==> src/rtl/click_frontend.sv <==
// Player-button front end: 2-flop sync, per-channel debounce, rise detection and
// round-robin serialisation of presses into one-hot single-cycle click pulses.
module click_frontend #(
  parameter int N_PLAYERS       = 4,
  parameter int DEBOUNCE_CYCLES = 16
) (
  input  logic                 clk,
  input  logic                 rst,
  input  logic                 enable,
  input  logic [N_PLAYERS-1:0] btn_raw,
  output logic [N_PLAYERS-1:0] click,
  output logic [N_PLAYERS-1:0] btn_level,
  output logic [N_PLAYERS-1:0] overrun
);

  localparam int CW = $clog2(DEBOUNCE_CYCLES + 1);
  localparam int PW = (N_PLAYERS > 1) ? $clog2(N_PLAYERS) : 1;
  localparam logic [CW-1:0] CNT_LAST = CW'(DEBOUNCE_CYCLES - 1);

  logic [N_PLAYERS-1:0] s1_q, s2_q;
  logic [N_PLAYERS-1:0] level_q, level_d;
  logic [CW-1:0]        cnt_q [N_PLAYERS];
  logic [CW-1:0]        cnt_d [N_PLAYERS];
  logic [N_PLAYERS-1:0] pending_q, pending_d;
  logic [N_PLAYERS-1:0] click_q, click_d;
  logic [N_PLAYERS-1:0] overrun_q, overrun_d;
  logic [PW-1:0]        rr_q, rr_d;
  logic [N_PLAYERS-1:0] rise_s;
  logic [PW:0]          pick_s;
  logic                 grant_valid_s;
  logic [PW-1:0]        grant_idx_s;

  // Returns {valid, index} of the first request found scanning from ptr upwards.
  function automatic logic [PW:0] rr_pick(input logic [N_PLAYERS-1:0] req,
                                          input logic [PW-1:0]        ptr);
    logic [PW:0] res;
    int          idx;
    res = '0;
    for (int k = N_PLAYERS - 1; k >= 0; k--) begin
      idx = (int'(ptr) + k) % N_PLAYERS;
      if (req[idx]) res = {1'b1, PW'(idx)};
    end
    return res;
  endfunction

  always_comb begin
    for (int i = 0; i < N_PLAYERS; i++) begin
      level_d[i] = level_q[i];
      cnt_d[i]   = '0;
      if (s2_q[i] == level_q[i]) begin
        cnt_d[i] = '0;
      end else if (cnt_q[i] == CNT_LAST) begin
        level_d[i] = s2_q[i];
        cnt_d[i]   = '0;
      end else begin
        cnt_d[i] = cnt_q[i] + 1'b1;
      end
    end
  end

  assign rise_s        = level_d & ~level_q;
  assign pick_s        = rr_pick(pending_q, rr_q);
  assign grant_valid_s = pick_s[PW];
  assign grant_idx_s   = pick_s[PW-1:0];

  // A rise on the channel granted this edge is queued again rather than dropped.
  always_comb begin
    pending_d = pending_q;
    click_d   = '0;
    overrun_d = '0;
    rr_d      = rr_q;
    if (enable) begin
      if (grant_valid_s) begin
        click_d[grant_idx_s]   = 1'b1;
        pending_d[grant_idx_s] = 1'b0;
        rr_d                   = PW'((int'(grant_idx_s) + 1) % N_PLAYERS);
      end else begin
        click_d = '0;
      end
      for (int i = 0; i < N_PLAYERS; i++) begin
        if (rise_s[i] && pending_q[i] && !(grant_valid_s && grant_idx_s == PW'(i))) begin
          overrun_d[i] = 1'b1;
        end else if (rise_s[i]) begin
          pending_d[i] = 1'b1;
        end else begin
          overrun_d[i] = 1'b0;
        end
      end
    end else begin
      pending_d = '0;
    end
  end

  always_ff @(posedge clk) begin
    if (rst) begin
      s1_q      <= '0;
      s2_q      <= '0;
      level_q   <= '0;
      pending_q <= '0;
      click_q   <= '0;
      overrun_q <= '0;
      rr_q      <= '0;
      for (int i = 0; i < N_PLAYERS; i++) cnt_q[i] <= '0;
    end else begin
      s1_q      <= btn_raw;
      s2_q      <= s1_q;
      level_q   <= level_d;
      pending_q <= pending_d;
      click_q   <= click_d;
      overrun_q <= overrun_d;
      rr_q      <= rr_d;
      for (int i = 0; i < N_PLAYERS; i++) cnt_q[i] <= cnt_d[i];
    end
  end

  assign click     = click_q;
  assign btn_level = level_q;
  assign overrun   = overrun_q;

endmodule
==> config.mk <==
export PLATFORM = sky130hd
export DESIGN_NAME = click_frontend
export DESIGN_NICKNAME = d
export VERILOG_FILES = /design/src/rtl/click_frontend.sv
export SDC_FILE = /design/constraint.sdc
export NUM_CORES = 1
export LEC_CHECK = 0
export ABC_AREA = 0
export ABC_CLOCK_PERIOD_IN_PS = 1600
export CELL_PAD_IN_SITES_DETAIL_PLACEMENT = 1
export CELL_PAD_IN_SITES_GLOBAL_PLACEMENT = 1
export CORE_UTILIZATION = 30
export DETAILED_ROUTE_END_ITERATION = 8
export PLACE_DENSITY = 0.61
export SYNTH_ARGS = -nofsm -noshare
export SYNTH_HDL_FRONTEND = slang
export SYNTH_SLANG_ARGS = --single-unit
==> constraint.sdc <==
create_clock -name clk -period 1.6 [get_ports clk]
set_input_delay 0.32 -clock clk [delete_from_list [all_inputs] [get_ports clk]]
set_output_delay 0.32 -clock clk [all_outputs]
set_load 0.005 [all_outputs]
==> summary.md <==
| Metric | Value |
|---|---|
| Post-layout nets | `220` |
| Worst path buffer plus inverter count | `1` |
| CP max FO | `4` |
| Die Ht | `79.1 µm` |
| GPL Wtd Cong | `0.698` |
| Final Hold Fails | `0` |
| Dpl hpwl | `2500 µm` |
| Root Buffer | `clkbuf_8` |
| Fillers | `635` |
| Crit start category | `flip-flop` |
| Slew margin rel. | `81.7%` |
| Via density | `4.39` |
| Fin crit share | `97.3%` |
| Sequential share of the synthesized area | `51.7%` |
| I/O pin cnt | `19` |
| Power density over cell area | `871 nW/µm²` |
| Yosys cell types | `28` |
| Layout cells sized above 1 | `24.8%` |
| Worst path cell trace | `clkdlybuf4s50_1` |
| Final min period | `1.56 ns` |
| Num CTS Buffers | `5` |
| Post-route ant nets | `0` |
| Clk buf depth | `2` |
| Required time worst endpoint | `1.28 ns` |
| # Max-Cap Violations | `0` |
| F_max | `642 MHz` |
| Final setup violation count | `0` |
| Placed Instances | `266` |
| Gr ovfl total | `0` |
| Max stage delay on crit path | `0.53 ns` |
| Syn avg cell area | `10.2 µm²` |
| Worst-Margin Slew | `0.273 ns` |
| Chip width | `79.1 µm` |
| DR iter-0 viols | `28` |
| Synth Cell Area | `1780 µm²` |
| Die Footprint | `6250 µm²` |
| CP arrival | `1.24 ns` |
| N_diodes | `0` |
| Top post-synthesis cells by area | `dfxtp_1 52%, ha_1 8.4%, nor2_1 5.5%` |
| Most common cell after layout, fill and taps aside | `dfxtp_1` |
| Drt pass-1 iters | `4` |
| Starting Density | `31.8%` |
| Final cell count without fillers | `274` |
| Largest net degree at the start of global routing | `20` |
| Crit path setup slack, layout | `0.0431 ns` |
| Drt drc | `0` |
| Total track usage | `12.1%` |
| Max VDD drop | `344 µV` |
| Post-cts hold buffer count | `0` |
| CTS H-tree lvls | `2` |
| Status | `completed` |
| Kind of critical path | `flip-flop to primary output` |
| CP endpoint kind | `primary output` |
| Post-layout power | `1.95 mW` |
| First-pass GRT wire length | `5770 µm` |
| Post-synth top area cell | `dfxtp_1` |
| Synthesized Nets | `193` |
| Min Hold Slack | `0.423 ns` |
| CTS tree | `yes` |
| Overall routed net length | `3300 µm` |
| Register bit total from synthesis | `46` |
| Most frequent cells in the layout | `39 x dfxtp_1, 22 x nor2_1, 18 x clkdlybuf4s50_1` |
| Area of the core | `5610 µm²` |
| Post-route core utilization | `40.0%` |
| Layout Skew | `0.00646 ns` |
| Max Slew Vio Count | `0` |
| Setup WS pre-CTS | `-0.0597 ns` |
| Port Buf Inserts | `18` |
| CP max stage cell | `clkdlybuf4s50_1` |
| CTS Sinks | `46` |
| Hold WC Path Type | `flip-flop to flip-flop` |
| Top delay family on crit path | `buffers and inverters` |
| Clock latency on the worst-skew pair | `0.30 ns` |
| Clock transition at path regs | `0.08 ns` |
| Syn Inst Count | `174` |
| Wirelength per Cell | `12.0 µm` |
| RSZ-0062 raised after global routing | `yes` |
| P_leak | `0.794 nW` |
| Post-synth top area share | `51.7%` |
| Vias in the first global route | `1309` |
| Row count | `27` |
| Initial antenna violation count | `0` |
| Layout area overhead | `25.9%` |
| Synth warn | `0` |
| Routed vias | `1203` |
-- what timing repair did --
action / in CTS / in global routing
setup endpoints to repair: 4 / 23
gates resized for setup: 5 / 21
pin swaps: 1 / 4
setup buffers: 0 / 0
-- report_power, final --
| group | switching, mW | internal [mW] |
|---|---|---|
| registers | 0.00644 | 1.15 |
| logic | 0.0246 | 0.0330 |
| clock network | 0.388 | 0.347 |
-- metrics by stage --
stage | setup TNS (ns) | instance area [µm²]
floorplan | 0 | 1780
global placement | 0 | 2080
detailed placement | -0.0705 | 2080
CTS | 0 | 2180
global route | -0.0896 | 2240
finish | 0 | 2240
-- layer usage --
layer / global-route usage, % / vias up / routed length [µm]
met5: 0 / - / 0
met2: 22.6 / 21 / 1730
met4: 4.36 / 0 / 50
li1: - / 611 / -
met3: 3.91 / 6 / 135
met1: 12.6 / 565 / 1380
-- cell type report --
cell class | instances | area, µm² | share of cell area (%)
clock buffer | 6 | 82.6 | 3.68
clock inverter | 2 | 12.5 | 0.558
inverter | 11 | 41.3 | 1.84
multi-input combinational | 114 | 855 | 38.1
sequential | 46 | 932 | 41.6
tap | 72 | 90.1 | 4.02
timing repair buffer | 23 | 230 | 10.3
-- cells by family (layout without fill, tap and decap cells) --
kind of cell	after synthesis	count (layout)	share of synthesized area (%)
xor+xnor	12	12	5.90
flops	46	46	51.7
compound gates	13	13	4.42
fa+ha+maj	12	12	8.43
buf+inv	14	42	3.79
simple gates	74	74	24.1
mux	3	3	1.69
-- Yosys cell counts (all sizes together) --
cell     n
clkbuf   1
inv     11
or2b     1
nor3     5
nand3    4
nand2b   8
nor4     1
nand3b   1
or3      4
nor2b    9
nor2    26
nand2    4
and2     4
o22a     1
xnor2    8
xor2     4
ha      12
mux2i    3
buf      2
and3     4
a211oi   1
dfxtp   46
or2      3
o21a     1
a21oi   10
-- flip-flops by register name (all words and copies together) (netlist names) --
| register | flops |
|---|---|
| rr_q | 2 |
| s2_q | 4 |
| s1_q | 4 |
| overrun | 4 |
| cnt_q | 20 |
| btn_level | 4 |
| pending_q | 4 |
| click | 4 |
-- final timing paths --
check | start | endpoint | slack [ns] | cells after the start
min | cnt_q[3][0] | cnt_q[3][0] | 0.42 | 1
max reg2reg | pending_q[1] | pending_q[3] | 0.07 | 6
max | btn_level[3] | btn_level[3] | 0.04 | 1
min reg2reg | cnt_q[3][0] | cnt_q[3][0] | 0.42 | 1
No activity file was read; power rests on OpenSTA's default activity.
==> variant: new RTL, same flow settings <==
The parameter `N_PLAYERS` goes from 4 to 8.
--- a/src/rtl/click_frontend.sv
+++ b/src/rtl/click_frontend.sv
@@ -1,7 +1,7 @@
 // Player-button front end: 2-flop sync, per-channel debounce, rise detection and
 // round-robin serialisation of presses into one-hot single-cycle click pulses.
 module click_frontend #(
-  parameter int N_PLAYERS       = 4,
+  parameter int N_PLAYERS       = 8,
   parameter int DEBOUNCE_CYCLES = 16
 ) (
   input  logic                 clk,
Interface: changed (resized btn_level, btn_raw, click and overrun); port bits go from 19 to 35. No check against the original RTL was run, so the function may have changed too.
==> variant against the unedited design <==
The flow now finishes with violations (negative setup slack). Non-clock buffer count rose by 110. Worst hold slack improved by 13 ps. First-iteration DRC count rose to 8.9 times the old value. Setup slack worse by 1700 ps. Fmax fell by 53%. Sequential cell count rose by 45. Design area increased to 3.0 times the old value. Power grew to 5.6 times the old value. Routed wire length grew to 3.9 times the old value. Critical path depth rose by 13. Clock skew shrank 1.5 ps. Synthesized area rose to 2.6 times the old value. Critical endpoint is now pending_q[5].
==> variant: results (changes against the unedited design) <==
| Metric | Value |
|---|---|
| Status | complete, but fails checks |
| Failing checks | negative setup slack |
| Mapped Nets | 517 (+170%) |
| Number of vias after detailed routing | 4011 (+230%) |
| Count of endpoints failing setup in the final report | 27 (+27) |
| Vias in the first global route | 4259 (+230%) |
| Slew @ Worst Pin | 454 ps (+181 ps) |
| Post-detailed-routing wire length | 13000 µm (+290%) |
| # H-tree levels | 3 (+1) |
| Worst-path cell with the longest stage delay | mux4_2 |
| Post CTS Setup Buffer Count | 13 (+13) |
| Final Wtd Congestion | 0.804 (+15%) |
| Number of flip-flops under the largest register name | 40 (+100%) |
| Maximum number of pins on one net before global-route repair | 26 (+30%) |
| Post-Route Skew | 4.95 ps (-1.52 ps) |
| Min setup slack post-route | -1710 ps (-1750 ps) |
| Clock slew at the register clock pins of the worst setup and hold paths | 60 ps (-20 ps) |
| Worst setup endpoint | pending_q[5] |
| Root Driver | clkbuf_16 |
| Startpoint of the worst register-to-register path | rr_q[1] |
| Buffers added on ports | 34 (+16) |
| Instance area after placement | 0.00584 mm² (+180%) |
| Count of different cell masters after synthesis | 56 (+100%) |
| Placed Cells incl. Taps | 762 (+190%) |
| Fin Setup TNS | -40600 ps (-40600 ps) |
| PostCTS Resize Cnt | 51 (+46) |
| CP top delay family | multiplexers |
| Leading post-synthesis cells by instance count | 91 x dfxtp_1, 61 x nor2_1, 22 x ha_1, 22 x nor2b_1, 21 x nand2_1 |
| Sequential element share of the synthesized area | 0.393 (-0.124) |
| Leakage power | 0.00259 µW (+230%) |
| Number of buffers created by CTS | 9 (+4) |
| Number of instances in the synthesized netlist | 484 (+180%) |
| Total global-route track usage | 0.171 (+0.0494) |
| Iter 0 DRT Violations | 248 (+790%) |
| Fraction of final layout cells with drive strength greater than 1 | 0.375 (+0.128) |
| Main area contributors after synthesis | dfxtp_1 39%, mux4_2 8.7%, ha_1 5.9% |
| Hold_sp | s1_q[3] |
| Final net count | 635 (+190%) |
| First-pass GRT wire length | 21400 µm (+270%) |
| Depth of the most critical reg-to-reg path | 14 (+8) |
| Maximum resistive drop on vdd | 0.876 mV (+150%) |
| Crit-path max FO | 6 (+2) |
==> variant: per-layer routing <==
metal,routed length [µm],GRT usage
met3,310,0.0261
met1,5350,0.193
met4,329,0.0723
met2,7010,0.318
met5,0,0
==> variant: logic make-up after synthesis <==
family,share of synthesized area
compound gates,0.115
xor+xnor,0.0507
fa+ha+maj,0.0594
buf+inv,0.0467
flops,0.393
mux,0.150
simple gates,0.185
==> variant: through the flow <==
stage	power (µW)	setup WS, ps
after floorplan	5260	-1810
after global placement	6940	-1660
final	11000	-1710
after global routing	11600	-1820
after CTS	10300	-1620
after detailed placement	7020	-1720
==> variant: area by class of cell <==
cell class              count  area, µm²
fillers                  1699       8480
flip-flops and latches     91       1840
well taps                 188        235
multi-input cells         342       3010
inverters                  25        114
repair buffers            133       1160
clock inverters             1       30.0
clock buffers              13        282
==> variant: power breakdown <==
part	switching (µW)	total [µW]	internal, µW
combinational	3230	6470	3240
sequential	34.2	2370	2330
clock	820	2190	1370
total	4090	11000	6950
